**src/rtl/dnn_pkg.sv**
```systemverilog
// rtl/dnn_pkg.sv - shared widths, layer state type and ReLU helper for the DNN pipeline
package dnn_pkg;

  localparam int IDX_W    = 16;
  localparam int DOUBLE_W = 64;

  typedef enum logic [0:0] {
    IDLE = 1'b0,
    RUN  = 1'b1
  } layer_state_t;

  // ReLU on an IEEE-754 double bit pattern: anything with the sign bit set
  // (negatives, -0.0, negative NaN) becomes +0.0; positive NaN passes through
  function automatic logic [DOUBLE_W-1:0] relu_bits(input logic [DOUBLE_W-1:0] v);
    return v[DOUBLE_W-1] ? '0 : v;
  endfunction

endpackage

```
**src/rtl/pool_row_buffer.sv**
```systemverilog
// rtl/pool_row_buffer.sv - per-column partial maxima for the current band of pooling windows
module pool_row_buffer #(
  parameter int OUT_DIM   = 2,
  parameter int DATA_SIZE = 64,
  parameter int ADDR_W    = 1
) (
  input  logic                 clk,
  input  logic                 clear,
  input  logic                 wr_en,
  input  logic                 wr_first,
  input  logic [ADDR_W-1:0]    addr,
  input  logic [DATA_SIZE-1:0] wr_data,
  output logic [DATA_SIZE-1:0] rd_data
);

  logic [DATA_SIZE-1:0] partial [OUT_DIM];

  // Values are post-ReLU (non-negative), so an unsigned compare orders them correctly
  assign rd_data = partial[addr];

  // First beat of a window overwrites the slot; later beats keep the running max
  always_ff @(posedge clk) begin
    if (clear) begin
      for (int i = 0; i < OUT_DIM; i++) begin
        partial[i] <= '0;
      end
    end else if (wr_en) begin
      if (wr_first || (wr_data > partial[addr])) begin
        partial[addr] <= wr_data;
      end
    end
  end

endmodule

```
**src/rtl/relu_maxpool_layer.sv**
```systemverilog
// rtl/relu_maxpool_layer.sv - ReLU + non-overlapping max-pool on a raster stream (option macro: MAXPOOL_INDEX_CHECK_EN)
module relu_maxpool_layer
  import dnn_pkg::*;
#(
  parameter     NAME         = "RELU_MAXPOOL_DEFAULT_NAME",
  parameter int NUM_CHANNELS = 1,
  parameter int IN_DIM       = 4,
  parameter int POOL_DIM     = 2,
  parameter int DATA_SIZE    = DOUBLE_W,
  parameter int OUT_DIM      = IN_DIM / POOL_DIM
) (
  input  logic                 clk,
  input  logic                 reset,
  input  logic                 clear,
  input  logic                 in_valid,
  input  logic [DATA_SIZE-1:0] in_data,
  input  logic [IDX_W-1:0]     in_index2,
  input  logic [IDX_W-1:0]     in_index1,
  input  logic [IDX_W-1:0]     in_index0,
  output logic                 out_valid,
  output logic [DATA_SIZE-1:0] out_data,
  output logic [IDX_W-1:0]     out_index2,
  output logic [IDX_W-1:0]     out_index1,
  output logic [IDX_W-1:0]     out_index0,
  output logic                 frame_done
`ifdef MAXPOOL_INDEX_CHECK_EN
  ,
  output logic                 index_err
`endif
);

  localparam int               ADDR_W    = (OUT_DIM > 1) ? $clog2(OUT_DIM) : 1;
  localparam logic [IDX_W-1:0] DIM_LAST  = IDX_W'(IN_DIM - 1);
  localparam logic [IDX_W-1:0] POOL_LAST = IDX_W'(POOL_DIM - 1);
  localparam logic [IDX_W-1:0] CH_LAST   = IDX_W'(NUM_CHANNELS - 1);
  localparam logic [IDX_W-1:0] OUT_LIMIT = IDX_W'(OUT_DIM);
  localparam int               unused_name_w = $bits(NAME);

  layer_state_t state, next_state;

  // cx/cy/cc: raster position; sx/sy: offset inside the window; px/py: window column/row
  logic [IDX_W-1:0] cx, cy, cc, sx, sy, px, py;

  logic accept, x_last, y_last, frame_last;
  logic in_window, win_first, win_last, emit;
  logic [DATA_SIZE-1:0] relu_val, partial, merged;

  // clear wins over a coincident beat; there is no backpressure otherwise
  assign accept     = in_valid && !clear;
  assign x_last     = (cx == DIM_LAST);
  assign y_last     = (cy == DIM_LAST);
  assign frame_last = x_last && y_last && (cc == CH_LAST);

  // Beats past the last full window in x or y are counted but never pooled
  assign in_window  = (px < OUT_LIMIT) && (py < OUT_LIMIT);
  assign win_first  = (sx == '0) && (sy == '0);
  assign win_last   = (sx == POOL_LAST) && (sy == POOL_LAST);
  assign emit       = accept && in_window && win_last;

  generate
    if (DATA_SIZE == DOUBLE_W) begin : g_relu_double
      assign relu_val = relu_bits(in_data);
    end else begin : g_relu_generic
      assign relu_val = in_data[DATA_SIZE-1] ? '0 : in_data;
    end
  endgenerate

  assign merged = (win_first || (relu_val > partial)) ? relu_val : partial;

  pool_row_buffer #(
    .OUT_DIM   (OUT_DIM),
    .DATA_SIZE (DATA_SIZE),
    .ADDR_W    (ADDR_W)
  ) u_row_buffer (
    .clk      (clk),
    .clear    (clear),
    .wr_en    (accept && in_window),
    .wr_first (win_first),
    .addr     (px[ADDR_W-1:0]),
    .wr_data  (relu_val),
    .rd_data  (partial)
  );

  // Raster counters; window sub-counters stand in for cx/POOL_DIM and cy/POOL_DIM
  always_ff @(posedge clk or posedge reset) begin
    if (reset) begin
      {cx, cy, cc, sx, sy, px, py} <= '0;
    end else if (clear) begin
      {cx, cy, cc, sx, sy, px, py} <= '0;
    end else if (accept) begin
      if (x_last) begin
        cx <= '0;
        sx <= '0;
        px <= '0;
        if (y_last) begin
          cy <= '0;
          sy <= '0;
          py <= '0;
          cc <= (cc == CH_LAST) ? '0 : cc + 1'b1;
        end else begin
          cy <= cy + 1'b1;
          if (sy == POOL_LAST) begin
            sy <= '0;
            py <= py + 1'b1;
          end else begin
            sy <= sy + 1'b1;
          end
        end
      end else begin
        cx <= cx + 1'b1;
        if (sx == POOL_LAST) begin
          sx <= '0;
          px <= px + 1'b1;
        end else begin
          sx <= sx + 1'b1;
        end
      end
    end
  end

  // State register
  always_ff @(posedge clk or posedge reset) begin
    if (reset) begin
      state <= IDLE;
    end else begin
      state <= next_state;
    end
  end

  // Frame FSM: the first beat starts a frame, the last beat of the last channel ends it
  always_comb begin
    next_state = state;
    if (clear) begin
      next_state = IDLE;
    end else begin
      case (state)
        IDLE:    if (in_valid) next_state = frame_last ? IDLE : RUN;
        RUN:     if (in_valid && frame_last) next_state = IDLE;
        default: next_state = IDLE;
      endcase
    end
  end

  // Registered result; data/index hold their last value between pulses
  always_ff @(posedge clk or posedge reset) begin
    if (reset) begin
      out_valid  <= 1'b0;
      frame_done <= 1'b0;
      out_data   <= '0;
      out_index2 <= '0;
      out_index1 <= '0;
      out_index0 <= '0;
    end else begin
      out_valid  <= emit;
      frame_done <= accept && frame_last;
      if (emit) begin
        out_data   <= merged;
        out_index2 <= cc;
        out_index1 <= py;
        out_index0 <= px;
      end
    end
  end

`ifdef MAXPOOL_INDEX_CHECK_EN
  logic idx_mismatch;

  assign idx_mismatch = {in_index2, in_index1, in_index0} != {cc, cy, cx};

  // Sticky flag for any accepted beat whose carried indices disagree with our position
  always_ff @(posedge clk or posedge reset) begin
    if (reset) begin
      index_err <= 1'b0;
    end else if (clear) begin
      index_err <= 1'b0;
    end else if (accept && idx_mismatch) begin
      index_err <= 1'b1;
`ifndef SYNTHESIS
      $display("%s: index mismatch, got (%0d,%0d,%0d) expected (%0d,%0d,%0d)",
               NAME, in_index2, in_index1, in_index0, cc, cy, cx);
`endif
    end
  end
`else
  logic unused_index;

  assign unused_index = ^{in_index2, in_index1, in_index0};
`endif

endmodule

```
**config.mk**
```make
export PLATFORM = sky130hd
export DESIGN_NAME = relu_maxpool_layer
export DESIGN_NICKNAME = d
export VERILOG_FILES = /design/src/rtl/dnn_pkg.sv /design/src/rtl/pool_row_buffer.sv /design/src/rtl/relu_maxpool_layer.sv
export SDC_FILE = /design/constraint.sdc
export NUM_CORES = 1
export LEC_CHECK = 0
export BUFFER_PORTS_ARGS = -buffer_cell sky130_fd_sc_hd__buf_2
export CORE_UTILIZATION = 60
export CTS_CLUSTER_DIAMETER = 120
export DETAILED_ROUTE_END_ITERATION = 12
export PLACE_DENSITY = 0.86
export SETUP_SLACK_MARGIN = 0.5
export SLEW_MARGIN = 20
export SYNTH_ARGS = -nofsm -noshare
export SYNTH_HDL_FRONTEND = slang
export SYNTH_SLANG_ARGS = --single-unit
```
**constraint.sdc**
```tcl
create_clock -name clk -period 16.75 [get_ports clk]
set_input_delay 3.35 -clock clk [delete_from_list [all_inputs] [get_ports clk]]
set_output_delay 3.35 -clock clk [all_outputs]
set_load 0.03 [all_outputs]
```
==> flow_metrics.tcl <==
set metrics [dict create \
    cts_buffers 37 \
    io_pins 230 \
    portBuffers 180 \
    cts_tree "done" \
    wl_um 39300 \
    synth_edf_count 126 \
    ys_seq_area_share_pct 53.5 \
    grt_setup_unrepaired "false" \
    overflow 0 \
    clkTransAtPathRegs_ns 0.06 \
    fp-row-count 62 \
    postRouteAntennaNets 0 \
    tns_ns 0 \
    crit_type "in2reg" \
    die_w_um 173 \
    syn_nets 1793 \
    clockBufferDepth 3 \
    wl_per_cell_um 18.0 \
    worstMarginPinSlew_ns 1.04 \
    top_layer_used "met5" \
    relSlewSlack_pct 30.5 \
    hp-class "reg2reg" \
    yosysTopAreaCellShare_pct 32.0 \
    clock_sinks 351 \
    cp_data_required_time_ns 16.90 \
    ys_warn_count 0 \
    fin_crit_ns 8.07 \
    status "complete, no violations" \
    start_util_pct 61.1 \
    maxCapViolCount 0 \
    async_reset_ff_share_pct 64.1 \
    grt_pass1_vias 13100 \
    dp_hpwl_um 24900 \
    nets 1957 \
    critPathArrivalTime_ns 8.21 \
    ys_ff_latch 351 \
    max_freq_ghz 0.124 \
    finalHoldViolations 0 \
    vias 12700 \
    finalCritPeriodShare_pct 48.2 \
    gp_congestion 0.845 \
    grt_pass1_wl_um 64400 \
    synth.avg_cell_area_um2 11.0 \
    dr_wl_met3_um 2400 \
    cp-start-kind "primary input" \
    post-cts-setup-buffers 0 \
    wl_met2_um 20000 \
    yosysTopAreaCell "dfrtp_1" \
    core_mm2 0.0288 \
    dr.pass1.iters 5 \
    dieArea_mm2 0.0300 \
    antennaDiodeCount 0 \
    synthTopCellsByArea "dfrtp_1, edfxtp_1, mux2i_1" \
    critPathMaxStageDelay_ns 0.76 \
    avgViaCountPerCell 5.84 \
    endpoint_kind "flip-flop" \
    cts_resized 0 \
    synth_most_common_cell "dfrtp_1" \
    grt_use_total_pct 26.3 \
    leakage_nw 9.70 \
    cts_root_buf "clkbuf_16" \
    p_per_area_mw_per_mm2 117 \
    cp_max_fo 64 \
    drive_above_1_share_pct 19.4 \
    vdd_drop_max_uv 72.8 \
    met1_length_um 16000 \
    syn_to_final_growth_pct 13.5 \
    finalSetupViolCount 0 \
    dieHeight_um 173 \
    fin_util_pct 69.4 \
    slew_violations 0 \
    synth.distinct_cells 55 \
    cp_num_buf_inv 4 \
    grt_max_degree 152 \
    synth_cells 1602 \
    synth_common_cells "dfrtp_1, nor2_1, edfxtp_1" \
    fin_skew_ns 0.0258 \
    crit_family "buffers and inverters" \
    antenna_found_initial 1 \
    ys.flop_type "dfrtp_1" \
    cts_htree_levels 2 \
    first_iter_violations 1082 \
    holdBufCountCts 0 \
    insertion_delay_ns 0.53 \
    drc 0 \
    crit_chain "buf_2 > nand2b_1 > inv_1 > ha_1 > nand4_1 > nor3_1 > nand4_1 > or4_1 > o22a_1 > a21oi_4 > nand3b_1 > buf_4 > nand2b_2 > buf_4" \
    synth_area_mm2 0.0176 \
    critPathSlowestCell "buf_2" \
]
[sequential cells by signal (all words and copies together), names as in the netlist]
register              cells
py                       16
px                       16
out_valid                 1
sy                       16
out_index0               16
cy                       16
u_row_buffer.partial    126
out_index1               16
frame_done                1
cx                       16
cc                       16
out_data                 63
sx                       16
out_index2               16
[power breakdown]
part           total (mW)  switching (mW)  internal [mW]
combinational       0.474           0.305          0.169
clock               0.847           0.341          0.505
sequential           1.01          0.0381          0.968
[final timing paths]
path | startpoint | end | slack [ns] | cells after the start
max in group asynchronous | reset | px[0]$_DFFE_PP0P_ | 12.11 | 3
worst min register to register | out_index0[15]$_DFFE_PP0P_ | out_index0[15]$_DFFE_PP0P_ | 0.49 | 1
min in group asynchronous | reset | out_index1[6]$_DFFE_PP0P_ | 2.94 | 2
worst min-delay path | out_index0[15]$_DFFE_PP0P_ | out_index0[15]$_DFFE_PP0P_ | 0.49 | 1
worst max-delay path | in_data[63] | u_row_buffer.partial[0][15]$_SDFFCE_PN0P_ | 8.68 | 14
worst max register to register | px[0]$_DFFE_PP0P_ | u_row_buffer.partial[0][15]$_SDFFCE_PN0P_ | 10.90 | 13
[per-stage QoR]
step                      setup slack [ns]  instances  hold slack, ns  power, mW  instance area (µm²)
final                                 8.68       2179           0.494       2.33                20000
after global placement                8.29       2111           0.476       1.47                18700
after detailed placement              8.18       2111           0.480       1.49                18700
after global routing                  8.38       2179           0.505       2.42                20000
after floorplan                       7.24       1602           0.465       1.38                17600
after CTS                             8.71       2179           0.500       2.34                20000
[layout by cell type (no fill, tap or decap), types with 8 or more instances in the layout]
cell type,instances
nand3_1,36
mux2_2,82
nor2b_1,34
and3_1,21
mux2i_1,125
nand4_1,46
or3_1,19
nor4_1,22
nor3_1,11
nand2b_1,72
dfrtp_1,224
o21ai_0,76
clkbuf_16,41
clkinv_2,8
buf_2,180
edfxtp_1,126
xor2_1,48
a21oi_1,49
ha_1,75
nand2_1,92
buf_4,11
nor2_1,221
inv_1,86
[routing by layer]
metal,global-route usage [%],up-vias
li1,-,5922
met1,32.9,6325
met2,46.6,416
met3,4.56,66
met4,7.96,2
met5,0,-
[worst register-to-register path: stages (launching register included)]
cell      delay, ns
dfrtp_4        0.63
buf_4          0.78
mux2i_1        0.35
ha_1           0.39
nand4_1        0.13
nor3_1         0.31
nand4_1        0.26
or4_1          0.57
o22a_1         0.21
a21oi_4        0.42
nand3b_1       0.14
buf_4          0.38
nand2b_2       0.16
buf_4          0.73
[layout make-up]
| type | count | area, µm² |
|---|---|---|
| Sequential cell | 351 | 9420 |
| Fill cell | 2019 | 8820 |
| Multi-Input combinational cell | 1098 | 7480 |
| Clock buffer | 49 | 1090 |
| Timing Repair Buffer | 191 | 983 |
| Tap cell | 384 | 480 |
| Inverter | 87 | 339 |
| Clock inverter | 19 | 181 |
[logic make-up (layout without fill, tap and decap cells)]
group	Yosys count	after routing	synth area share, %
AND/OR/NAND/NOR	602	602	16.9
flip-flops	351	351	53.5
multiplexers	207	207	12.4
AO/OA/AOI/OAI	161	161	5.16
buffers and inverters	153	346	4.12
adder cells (fa/ha/maj)	75	75	5.33
XOR/XNOR	52	52	2.59
other	1	1	0.0213
No activity file was read; power rests on OpenSTA's default activity.
